===== src/rtl/dr32e_branch_resolve.sv =====
// dr32e_branch_resolve: execute-side checker for fetch-stage static branch predictions.
// Queues each prediction (taken flag + target) issued at fetch and pops the oldest entry when
// execute resolves that branch/jump. On a mispredict it emits a one-cycle registered redirect
// and discards every younger (wrong-path) prediction.
// Ports:
//   clk_i, rst_ni                      clock, synchronous active-low reset
//   pred_valid_i/ready_o/taken_i/target_i  prediction handshake from fetch
//   res_valid_i/taken_i/target_i/next_pc_i resolution of the oldest branch from execute
//   flush_i                            trap/exception flush, empties the queue
//   redirect_o, redirect_pc_o          mispredict redirect pulse and correct PC
//   empty_o, underflow_o               queue empty, resolve-while-empty error pulse
// Optional: define DR32E_BP_PERF_CNT_EN to add saturating branch_cnt_o / mispred_cnt_o.
module dr32e_branch_resolve #(
  parameter int DEPTH = 4
) (
  input  logic        clk_i,
  input  logic        rst_ni,
  input  logic        pred_valid_i,
  output logic        pred_ready_o,
  input  logic        pred_taken_i,
  input  logic [31:0] pred_target_i,
  input  logic        res_valid_i,
  input  logic        res_taken_i,
  input  logic [31:0] res_target_i,
  input  logic [31:0] res_next_pc_i,
  input  logic        flush_i,
  output logic        redirect_o,
  output logic [31:0] redirect_pc_o,
  output logic        empty_o,
  output logic        underflow_o
`ifdef DR32E_BP_PERF_CNT_EN
  ,
  output logic [31:0] branch_cnt_o,
  output logic [31:0] mispred_cnt_o
`endif
);
  localparam int AW = $clog2(DEPTH);
  localparam int CW = AW + 1;
  typedef enum logic {RUN, RECOVER} state_t;
  state_t state_q, state_d;
  logic [AW-1:0] wr_ptr, rd_ptr;
  logic [CW-1:0] count;
  logic [DEPTH-1:0] taken_mem;
  logic [31:0] target_mem [DEPTH];
  logic full, push, pop, mispredict, underflow, rd_taken;
  logic [31:0] rd_target;
  assign empty_o = count == '0;
  assign full = count == CW'(DEPTH);
  assign push = pred_valid_i & pred_ready_o;
  assign pop = res_valid_i & ~empty_o & (state_q == RUN);
  assign rd_taken = taken_mem[rd_ptr];
  assign rd_target = target_mem[rd_ptr];
  assign mispredict = pop & ((rd_taken != res_taken_i) | (rd_taken & res_taken_i & (rd_target != res_target_i)));
  assign underflow = res_valid_i & empty_o & (state_q == RUN) & ~flush_i;
  always_ff @(posedge clk_i)
    if (!rst_ni) state_q <= RUN;
    else state_q <= state_d;
  always_comb state_d = (mispredict & ~flush_i) ? RECOVER : RUN;
  always_comb pred_ready_o = (state_q == RUN) & ~full;
  always_ff @(posedge clk_i)
    if (push) begin
      taken_mem[wr_ptr] <= pred_taken_i;
      target_mem[wr_ptr] <= pred_target_i;
    end
  // A mispredict or flush empties the queue, which also drops any same-cycle push.
  always_ff @(posedge clk_i)
    if (!rst_ni) begin
      wr_ptr <= '0;
      rd_ptr <= '0;
      count <= '0;
      redirect_o <= 1'b0;
      redirect_pc_o <= '0;
      underflow_o <= 1'b0;
    end else begin
      redirect_o <= mispredict & ~flush_i;
      underflow_o <= underflow;
      if (mispredict & ~flush_i) redirect_pc_o <= res_taken_i ? res_target_i : res_next_pc_i;
      if (flush_i | mispredict) begin
        wr_ptr <= '0;
        rd_ptr <= '0;
        count <= '0;
      end else begin
        if (push) wr_ptr <= wr_ptr + AW'(1);
        if (pop) rd_ptr <= rd_ptr + AW'(1);
        count <= count + CW'(push) - CW'(pop);
      end
    end
`ifdef DR32E_BP_PERF_CNT_EN
  always_ff @(posedge clk_i)
    if (!rst_ni) begin
      branch_cnt_o <= '0;
      mispred_cnt_o <= '0;
    end else begin
      if (pop & ~&branch_cnt_o) branch_cnt_o <= branch_cnt_o + 32'd1;
      if (mispredict & ~&mispred_cnt_o) mispred_cnt_o <= mispred_cnt_o + 32'd1;
    end
`endif
endmodule

===== config.mk =====
export PLATFORM = sky130hd
export DESIGN_NAME = dr32e_branch_resolve
export DESIGN_NICKNAME = d
export VERILOG_FILES = /design/src/rtl/dr32e_branch_resolve.sv
export SDC_FILE = /design/constraint.sdc
export NUM_CORES = 1
export LEC_CHECK = 0
export BUFFER_PORTS_ARGS = -buffer_cell sky130_fd_sc_hd__buf_4
export CORE_ASPECT_RATIO = 1.25
export CORE_MARGIN = 2
export CORE_UTILIZATION = 55
export CTS_CLUSTER_DIAMETER = 150
export DETAILED_ROUTE_END_ITERATION = 6
export PLACE_DENSITY = 0.79
export SYNTH_ARGS = -nofsm -noshare
export SYNTH_HDL_FRONTEND = slang
export SYNTH_SLANG_ARGS = --single-unit

===== constraint.sdc =====
create_clock -name clk_i -period 2.9 [get_ports clk_i]
set_clock_uncertainty 0.2 [all_clocks]
set_input_delay 0.435 -clock clk_i [delete_from_list [all_inputs] [get_ports clk_i]]
set_output_delay 0.435 -clock clk_i [all_outputs]
set_load 0.03 [all_outputs]

==> metrics.txt <==
filler cell count 820; Final min period 2.942 ns; Die Area 14200 µm²; Max stage delay on crit path 0.53 ns; post-route antenna net violation count 0; wire length per cell 21.31 µm; Syn. warnings 0; dpl cell area 8598 µm²; Inserted Diodes 0; Critical Path AT 3.09 ns; DR pass1 iterations 5; register area 4828 µm²; Power, Total 5.662 mW; gr ovfl total 0; Logic pwr share 11.0%; largest net degree at the start of global routing 65; via total after detailed routing 4556; Pleak 3.596 nW; Avg Cell Area, Syn 16.20 µm²; Clock power frac 39.4%; r2r setup slk -0.04 ns; status finished with violations; Hold Fails Final Rpt 0; final instance area 9438 µm²; commonest non-fill, non-tap cell in the layout buf_4; critical path type register to register; max-slew violation count 0; first-pass GRT wire length 25320 µm; final WL 17050 µm; initial antenna violation count 0; failing checks setup timing; maximum root-to-sink buffer count 2; final setup fails 22; setup ws final -0.04234 ns; buffer type at the clock tree root clkbuf_16; Multi-input gate area 2386 µm²; Critical path buffers and inverters 3; io pins 139; slowest CP cell mux4_2; vias in the first global route 4617; Crit path max-delay family multiplexers; nets 727; # rows 47; area delta synth->final 29.47%; Setup crit start kind register; fmax 339.9 MHz; crit path max fanout 10; unrepaired setup endpoints after global routing true; CTS sink cnt 175; Yosys top cell area share 54.38%; Final GP Congestion 0.8265; worst-margin pin slew 0.6696 ns; Crit path required time 3.04 ns; Initial DRC Count 267; Final Instance Count excl. Fillers 800; cell breakdown of the critical path buf_12 -> mux4_2 -> xnor2_1 -> nand4_1 -> nor4_2 -> a21boi_2 -> o21ai_4 -> buf_4 -> clkbuf_16 -> mux2i_1; H-tree level count 4; Psw 1.288 mW; Power Density 599.9 nW/µm²; share of post-route cells with drive strength above 1 38.79%; total CTS buffers 17; CTS tree done; clk_lat worst skew 0.42 ns; post-synthesis sequential area ratio 66.19%; port bufs 138; placed cells 752; final worst-path cycle share 101.5%; Die Span Y 132.7 µm; Die W 107.0 µm; Mapped Cells 450; switch share 22.75%; syn nets 561; total track usage 24.41%; relative slew slack 55.36%; Reg clk slew, reported paths 0.07 ns; Power Internal 4.374 mW; HPWL after DPL 11320 µm; cell area after synthesis 7289 µm²; Via density 5.695; max-cap violations 0; Core ar. 13110 µm²; CP Capture Type register; main area contributors after synthesis edfxtp_1 (54%), dfxtp_1 (12%), mux4_2 (10%); HP Class input port to register; DRC viols 0; Synth cell types 29; Max VDD drop 0.4990 mV; Synth Register Bits 175; largest area contributor in the netlist edfxtp_1; Flop pwr share 49.7%; Initial Utilization 55.59%; commonest cells after routing, fill and taps aside buf_4 (158), edfxtp_1 (132), dfxtp_1 (42)
-- synthesized netlist by cell type, drive strengths merged --
cell type,n
a21oi,1
edfxtp,132
a21boi,1
nor2,4
nor4,2
nor3,2
dfxtp,43
buf,10
mux2i,33
o211ai,32
nor3b,6
clkbuf,15
and3,4
and4b,2
inv,6
o21ai,2
xor2,1
and2,2
fa,1
nand4,8
nand2,33
mux4,33
ha,7
nand2b,34
xnor2,36
-- state kept, by name, indices dropped and copies added, names as in the netlist, named ones only --
| name | cells |
|---|---|
| state_q | 1 |
| rd_ptr | 2 |
| target_mem | 128 |
| underflow_o | 1 |
| count | 3 |
| wr_ptr | 2 |
| taken_mem | 4 |
| redirect_pc_o | 32 |
-- stage by stage --
stage	setup TNS [ns]	util, %	hold WS (ns)	worst slack [ns]
5_1_grt	-3.631	71.97	-0.0001015	-0.1645
6_report	-0.3873	71.97	0.01677	-0.04234
3_3_place_gp	-0.5535	65.57	0.2447	-0.02473
4_1_cts	-0.001620	70.74	0.0007671	-0.001620
3_5_place_dp	-2.300	65.57	0.2530	-0.09734
2_1_floorplan	0	-	0.3339	0.2167
-- cell families after synthesis --
logic type / after synthesis / share of synthesized area (%)
compound gates: 36 / 3.759
xor+xnor: 37 / 4.446
fa+ha+maj: 8 / 1.476
buf+inv: 31 / 2.180
flops: 175 / 66.19
mux: 66 / 14.73
simple gates: 97 / 7.226
-- what timing repair did --
item	CTS	global route
gates resized for setup	10	9
buffers inserted	0	9
setup endpoints to repair	36	41
endpoints found under the hold margin	9	8
pin swaps	1	6
hold buffers	4	3
gates cloned	0	1
-- path summary, 6_finish.rpt --
path,startpoint,to,cells past startpoint
setup / recovery,register,redirect_pc_o[29]$_SDFFE_PN0P_,10
hold / removal,pred_target_i[18],target_mem[2][18]$_DFFE_PP_,1
setup reg to reg,register,redirect_pc_o[29]$_SDFFE_PN0P_,10
hold reg to reg,redirect_pc_o[5]$_SDFFE_PN0P_,redirect_pc_o[5]$_SDFFE_PN0P_,2
-- layout make-up --
type | count | area share (%)
Sequential cell | 175 | 51.16
Multi-Input combinational cell | 244 | 25.28
Timing Repair Buffer | 172 | 14.85
Clock buffer | 17 | 4.507
Tap cell | 171 | 2.267
Clock inverter | 15 | 1.697
Inverter | 6 | 0.2386
-- metal layers --
metal | up-vias | share of wire, % | GRT usage [%] | routed length (µm)
met1 | 2268 | 38 | 30.35 | 6480
met5 | - | 0 | 0 | 0
met3 | 22 | 6.3 | 5.123 | 1072
met2 | 214 | 54 | 42.39 | 9162
met4 | 0 | 2.0 | 8.442 | 335
li1 | 2052 | - | - | -
-- power by group through the flow --
stage | logic, mW | clock network (mW) | registers [mW]
finish | 0.621 | 2.23 | 2.81
global route | 0.662 | 2.37 | 2.82
CTS | 0.603 | 2.26 | 2.81
detailed placement | 0.580 | 0 | 2.86
global placement | 0.568 | 0 | 2.86
floorplan | 0.298 | 0 | 2.88
Note: power is estimated with default switching activity, not from simulation.
